$ cat config.mk
export PLATFORM = sky130hd
export DESIGN_NAME = urv_pipe_ctrl
export DESIGN_NICKNAME = d
export VERILOG_FILES = /design/src/rtl/urv_pipe_ctrl.sv
export SDC_FILE = /design/constraint.sdc
export NUM_CORES = 1
export LEC_CHECK = 0
export ABC_AREA = 1
export CAP_MARGIN = 0
export CORE_UTILIZATION = 44
export CTS_CLUSTER_SIZE = 20
export DETAILED_ROUTE_END_ITERATION = 8
export GPL_ROUTABILITY_DRIVEN = 0
export PLACE_DENSITY = 0.75
export SLEW_MARGIN = 40
export SYNTH_ARGS = -nofsm -noshare
export SYNTH_HDL_FRONTEND = slang
export SYNTH_SLANG_ARGS = --single-unit
$ cat constraint.sdc
create_clock -name clk_i -period 1.6 [get_ports clk_i]
set_input_delay 0.32 -clock clk_i [delete_from_list [all_inputs] [get_ports clk_i]]
set_output_delay 0.32 -clock clk_i [all_outputs]
set_load 0.02 [all_outputs]
$ cat src/rtl/urv_pipe_ctrl.sv
// Pipeline control for the uRV core: per-stage stall fan-out, branch kill and halt/drain FSM.
// Latency: stall_o/kill_o are combinational; hold_fetch_o/halted_o/drain_timeout_o are registered state decodes.
// Backpressure: a stall request freezes every older stage; a stalled branch stage freezes the branch history.
module urv_pipe_ctrl #(
  parameter int                      g_num_stages      = 4,
  parameter int                      g_bra_stage       = 2,
  parameter int                      g_bra_kill_depth  = 3,
  parameter logic [g_num_stages-1:0] g_self_stall_mask = g_num_stages'(4'b0100),
  parameter int                      g_drain_timeout   = 255
) (
  input  logic                    clk_i,
  input  logic                    rst_i,
  input  logic [g_num_stages-1:0] stall_req_i,
  input  logic [g_num_stages-1:0] valid_i,
  input  logic                    bra_i,
  input  logic                    halt_req_i,
  input  logic                    resume_i,
  output logic [g_num_stages-1:0] stall_o,
  output logic [g_num_stages-1:0] kill_o,
  output logic                    hold_fetch_o,
  output logic                    halted_o,
  output logic                    drain_timeout_o
);

  localparam int c_cnt_w = $clog2(g_drain_timeout + 1);

  typedef enum logic [1:0] {
    ST_RUN,
    ST_DRAIN,
    ST_HALTED
  } state_t;

  state_t               state_q, state_d;
  logic [c_cnt_w-1:0]   cnt_q, cnt_d;
  logic                 tmo_q, tmo_d;
  logic                 pipe_empty;
  // Bit 0 is the current branch, bits above are the history (youngest first).
  logic [g_bra_kill_depth-1:0] kill_src;
  // Fetch validity never blocks a drain: fetch is held, so its slot is irrelevant.
  logic                 unused_valid0;

  assign unused_valid0 = valid_i[0];

  // A stage stalls when any younger-index (downstream) stage requests, or on its own request if masked in.
  always_comb begin
    stall_o = '0;
    for (int s = 0; s < g_num_stages; s++) begin
      stall_o[s] = stall_req_i[s] & g_self_stall_mask[s];
      for (int k = s + 1; k < g_num_stages; k++) begin
        stall_o[s] = stall_o[s] | stall_req_i[k];
      end
    end
  end

  if (g_bra_kill_depth > 1) begin : g_hist
    logic [g_bra_kill_depth-2:0] hist_q;

    assign kill_src = {hist_q, bra_i};

    // Branch history shifts only while the branch stage advances.
    always_ff @(posedge clk_i) begin
      if (rst_i) begin
        hist_q <= '0;
      end else if (!stall_o[g_bra_stage]) begin
        hist_q <= kill_src[g_bra_kill_depth-2:0];
      end
    end
  end else begin : g_no_hist
    assign kill_src = bra_i;
  end

  // Stage s at or before the branch stage is killed for as many history terms as it is close to the branch.
  always_comb begin
    kill_o = '0;
    for (int s = 0; s <= g_bra_stage; s++) begin
      for (int j = 0; j < g_bra_kill_depth; j++) begin
        if (j < g_bra_kill_depth - (g_bra_stage - s)) begin
          kill_o[s] = kill_o[s] | kill_src[j];
        end
      end
    end
    if (rst_i) begin
      kill_o = '1;
    end
  end

  assign pipe_empty = (valid_i[g_num_stages-1:1] == '0) && (stall_req_i == '0);

  // Halt FSM next state: a started drain always completes, either empty or by timeout.
  always_comb begin
    state_d = state_q;
    cnt_d   = cnt_q;
    tmo_d   = tmo_q;
    case (state_q)
      ST_RUN: begin
        if (halt_req_i) begin
          state_d = ST_DRAIN;
          cnt_d   = '0;
          tmo_d   = 1'b0;
        end
      end
      ST_DRAIN: begin
        cnt_d = cnt_q + 1'b1;
        if (pipe_empty) begin
          state_d = ST_HALTED;
        end else if (cnt_q == c_cnt_w'(g_drain_timeout)) begin
          state_d = ST_HALTED;
          tmo_d   = 1'b1;
        end
      end
      ST_HALTED: begin
        if (resume_i) begin
          state_d = ST_RUN;
        end
      end
      default: begin
        state_d = ST_RUN;
      end
    endcase
  end

  // Halt FSM state, drain counter and sticky timeout flag.
  always_ff @(posedge clk_i) begin
    if (rst_i) begin
      state_q <= ST_RUN;
      cnt_q   <= '0;
      tmo_q   <= 1'b0;
    end else begin
      state_q <= state_d;
      cnt_q   <= cnt_d;
      tmo_q   <= tmo_d;
    end
  end

  // Reset forces the status outputs low even while the state register still holds a pre-reset value.
  assign hold_fetch_o    = ~rst_i & (state_q != ST_RUN);
  assign halted_o        = ~rst_i & (state_q == ST_HALTED);
  assign drain_timeout_o = ~rst_i & tmo_q;

endmodule

== Word-level counts from Yosys, hierarchy flattened ==
Index checks and enable logic that the tools add are counted.
Word-level totals
  register bits after elaboration: 13
  latch bits: 0
  memory bits (writable): 0
  bits in read-only memories: 0
  input port bits: 13
  output and inout bits: 11
  word-level logic and storage cells: 43
  memories kept: 0
Cells by class
  add/sub/neg operators: 1
  $mul: 0
  divide/modulo/power cells: 0
  $lt $le $gt $ge: 0
  equal/unequal tests: 8
  shift operators: 0
  muxes and demuxes: 12
  bitwise gates (word level): 9
  reduce and logical (&&, ||, !) cells: 9
Operators by type and width (number)
  $pmux W8 S2: 1
  $add A8 B1 Y8 const B: 1
  $eq A8 B8 Y1 const B: 1
  $mux W2: 4
  $mux W8: 1
  $ne A2 B2 Y1 const B: 4
  $pmux W2 S3: 1
  $or A1 B1 Y1: 5
  $logic_not A4 Y1: 1
  $mux W4: 1
  $reduce_and A4 Y1: 1
  $reduce_bool A2 Y1: 2
  $and A1 B1 Y1: 3
  $logic_not A3 Y1: 1
  $mux W1: 3
  $ne A3 B3 Y1 const B: 1
  $reduce_and A3 Y1: 1
  $eq A2 B1 Y1 const B: 1
  $eq A2 B2 Y1 const B: 1
  $logic_not A2 Y1: 1
  $pmux W1 S2: 1
  $reduce_and A2 Y1: 1
  $logic_and A1 B1 Y1: 1
  $not A1 Y1: 1

== Logic depth before layout (Yosys ltp) ==
  depth after elaboration: 4
  mapped depth: 8
  mapped depth without buffers: 7

== Worst setup path after synthesis ==
OpenSTA, ideal clock, no wires.
  path type: input to output
  from: input rst_i
  to: output kill_o[2]
  data arrival time: 1122 ps
  data required time: 1280 ps
  slack: 158 ps
  stages: 4
  path buffers: 1
  cells stage by stage: buf_2 -> inv_1 -> nand3_1 -> or2_2
On the way
  cells in the longest elaborated chain, start to end: 1
Ends and longest elaborated chain
  start: declaration: RTL line 12  | input logic rst_i,
  $mux W4: RTL line 82  | if (rst_i) begin
  end: declaration: RTL line 19  | output logic [g_num_stages-1:0] kill_o,
Every way passes these cells.

== Final worst setup path ==
  from: input bra_i
  to: output kill_o[2]
On the way
  cells in the longest elaborated chain, start to end: 3
Ends and longest elaborated chain
  start: declaration: RTL line 15  | input logic bra_i,
  $or A1 B1 Y1 (2 in a row): RTL line 78  | kill_o[s] = kill_o[s] | kill_src[j];
  $mux W4: RTL line 82
Every way passes these cells.

==> out/metrics.json <==
{
  "synth": {
    "synth_cells": 117,
    "synth_area_leader_cell": "sky130_fd_sc_hd__dfxtp_1",
    "syn-cell-area_um2": 753,
    "ys_top_cells_by_area": "sky130_fd_sc_hd__dfxtp_1 35%, sky130_fd_sc_hd__nand2_1 14%, sky130_fd_sc_hd__inv_1 9.0%",
    "ys_seq_area_share_pct": 34.6,
    "post_synthesis_register_bit_count": 13,
    "yosys_warning_count": 0,
    "postSynth.asyncResetShare_pct": 0,
    "postSynthAreaPerCell_um2": 6.44,
    "synth-edff-count": 0,
    "synth_cell_type_count": 23,
    "area_fraction_of_the_dominant_cell_type_after_synthesis_pct": 34.6,
    "synth_nets": 131,
    "synth_ff_type": "sky130_fd_sc_hd__dfxtp_1"
  },
  "floorplan": {
    "initial_utilization_pct": 48.3,
    "num_rows": 14,
    "core_um2": 1560,
    "chipWidth_um": 43.4,
    "design.die.area_um2": 1880,
    "design.portCount": 24,
    "die_height_um": 43.4
  },
  "power": {
    "share_seq_of_total_power_pct": 46.8,
    "power.internal_w": 0.000521,
    "power_dens_cells_nw_per_um2": 755,
    "worst_ir_drop_vdd_mv": 0.665,
    "comb_power_share_pct": 26.8,
    "power.static_leakage_nw": 0.452,
    "switching_power_summed_over_all_nets_w": 0.000234,
    "pwr-share-clk_pct": 26.5,
    "power.switching_fraction_pct": 31.0
  },
  "critical_path": {
    "critPathCaptureType": "primary output",
    "critPathKind": "in -> out",
    "cp-start-kind": "primary input",
    "crit-reg2reg-launch": "cnt_q[0]",
    "setup.reg_to_reg.worst_slack_ns": 0.36,
    "crit_path_max_fanout": 2,
    "timing.critical_path.required_ns": 1.28,
    "cp.arrival_ns": 1.17,
    "worstReg2RegEnd": "state_q[1]",
    "timing.reg2reg.worst_path_depth": 7,
    "worstSetupEndpoint": "kill_o[2]",
    "worstSetupStartpoint": "bra_i"
  },
  "global_route": {
    "first_global_vias": 707,
    "grt_pass1_wl_mm": 2.76,
    "total_routing_usage_gr_pct": 20.0,
    "pin_count_of_the_biggest_net_entering_global_routing": 11,
    "grt_antenna_before_repair": 0,
    "grt.overflow.total": 0
  },
  "detailed_routing": {
    "avgRoutedWirePerCell_um": 10.5,
    "drt_iter0_drc": 21,
    "antenna_violating_nets_left": 0,
    "routed_wl_mm": 1.68,
    "vias": 763,
    "drt_drc_violations_left": 6,
    "drt_pre_antenna_iters": 6,
    "detail_route.vias_per_cell": 4.77
  },
  "clocking": {
    "cts_made_buffers": 3,
    "clockRootBuffer": "sky130_fd_sc_hd__clkbuf_4",
    "maximum_root_to_sink_buffer_count": 2,
    "cts-htree-levels": 1,
    "numClockSinks": 13,
    "cts_tree": "done",
    "clock_latency_late_sink_ns": 0.28,
    "cts_setup_buffers": 0,
    "clk_transition_reported_paths_ns": 0.08
  },
  "sta": {
    "setup_viol": 0,
    "hold_viol": 0,
    "max_freq_mhz": 669,
    "fin_skew_ns": 0.00834,
    "drv_slew": 0,
    "setup_total_negative_slack_ns": 0,
    "period_share_pct": 93.4,
    "post-route-min-period_ns": 1.49,
    "layout_setup_ws_ns": 0.105,
    "grt_setup_unrepaired": "false"
  },
  "finish": {
    "fillers": 145,
    "layout_common_cells": "29 x sky130_fd_sc_hd__nand2_1, 16 x sky130_fd_sc_hd__inv_1, 13 x sky130_fd_sc_hd__dfxtp_1, 12 x sky130_fd_sc_hd__a21oi_1, 11 x sky130_fd_sc_hd__nor2_1",
    "synthToLayoutAreaGrowth_pct": 32.7,
    "layout_nets": 159,
    "layout.cells.most_common": "sky130_fd_sc_hd__nand2_1",
    "final_layout_size_suffix_gt1_share_pct": 24.3,
    "antenna-diode-count": 0
  },
  "place": {
    "port_buffers": 21,
    "detailedPlace.worstSlack_ns": -0.493,
    "hpwlAfterDp_mm": 1.34
  },
  "run_status": {
    "violations_in_the_final_reports": "DRC",
    "status": "complete, but fails checks"
  },
  "flow_run": {
    "max_cap_violations": 0
  },
  "min_path": {
    "timing.hold.worst.class": "in -> reg"
  }
}
[critical path, stage by stage]
cell,delay [ns]
sky130_fd_sc_hd__dlygate4sd2_1,0.26
sky130_fd_sc_hd__inv_2,0.06
sky130_fd_sc_hd__nand3_1,0.10
sky130_fd_sc_hd__or2_2,0.28
sky130_fd_sc_hd__buf_2,0.16
[metal layers]
metal  share of wire [%]  up-vias  global-route usage [%]
met5                   0        -                       0
met2                  52       20                    38.5
met3                 7.2        2                    8.33
li1                    -      411                       -
met1                  40      330                    20.0
met4                0.36        0                    3.75
[cells in the mapped netlist, types with 2 or more instances]
master,instances
sky130_fd_sc_hd__nor2_2,2
sky130_fd_sc_hd__nand2_2,4
sky130_fd_sc_hd__o21ai_0,4
sky130_fd_sc_hd__buf_4,4
sky130_fd_sc_hd__dfxtp_1,13
sky130_fd_sc_hd__inv_1,18
sky130_fd_sc_hd__nand4_1,2
sky130_fd_sc_hd__nor2_1,12
sky130_fd_sc_hd__inv_2,2
sky130_fd_sc_hd__nand3_1,4
sky130_fd_sc_hd__a21oi_1,12
sky130_fd_sc_hd__nand2_1,29
[metrics by stage]
step,total power [W],instance area [µm²],utilization [%],std cells,hold WS (ns)
6_report,0.000755,1000,64.1,160,0.417
5_1_grt,0.000797,1000,64.1,160,0.451
4_1_cts,0.000760,1010,64.8,160,0.458
3_5_place_dp,0.000573,997,64.0,156,0.447
3_3_place_gp,0.000568,997,64.0,156,0.444
2_1_floorplan,0.000491,753,-,117,0.432
[area by class of cell]
class | count | area, µm² | share of cell area, %
repair buffers | 29 | 239 | 23.9
flip-flops and latches | 13 | 260 | 26.0
multi-input cells | 78 | 379 | 37.9
well taps | 16 | 20.0 | 2.00
inverters | 20 | 75.1 | 7.51
clock buffers | 4 | 26.3 | 2.63
[worst min path at each step]
stage               startpoint       end  slack [ns]  cells past startpoint
floorplan                tmo_q     tmo_q        0.43                      2
global placement         tmo_q     tmo_q        0.44                      2
detailed placement       tmo_q     tmo_q        0.45                      2
CTS                      tmo_q     tmo_q        0.46                      2
global route             rst_i  cnt_q[3]        0.45                      3
finish                   rst_i  cnt_q[3]        0.42                      3
[power groups by stage]
stage / clock network (W) / registers, W / logic (W)
6_report: 0.000200 / 0.000353 / 0.000202
2_1_floorplan: 0 / 0.000358 / 0.000133
3_5_place_dp: 0 / 0.000360 / 0.000213
4_1_cts: 0.000202 / 0.000353 / 0.000205
3_3_place_gp: 0 / 0.000359 / 0.000208
5_1_grt: 0.000221 / 0.000355 / 0.000221
[kinds of logic after synthesis]
group / share of synthesized area (%)
AND/OR/NAND/NOR: 33.7
buffers and inverters: 16.1
AO/OA/AOI/OAI: 13.5
flip-flops: 34.6
adder cells (fa/ha/maj): 1.66
other: 0.498
[flip-flops by register name, summed over array words and instances, names as in the netlist]
register       flops
state_q            2
g_hist.hist_q      2
tmo_q              1
cnt_q              8
[repair_timing]
item,CTS,global route
setup endpoints to repair,10,10
gates cloned,0,0
resized for setup,34,7
hold buffers,0,0
(Power assumes the default switching activity.)
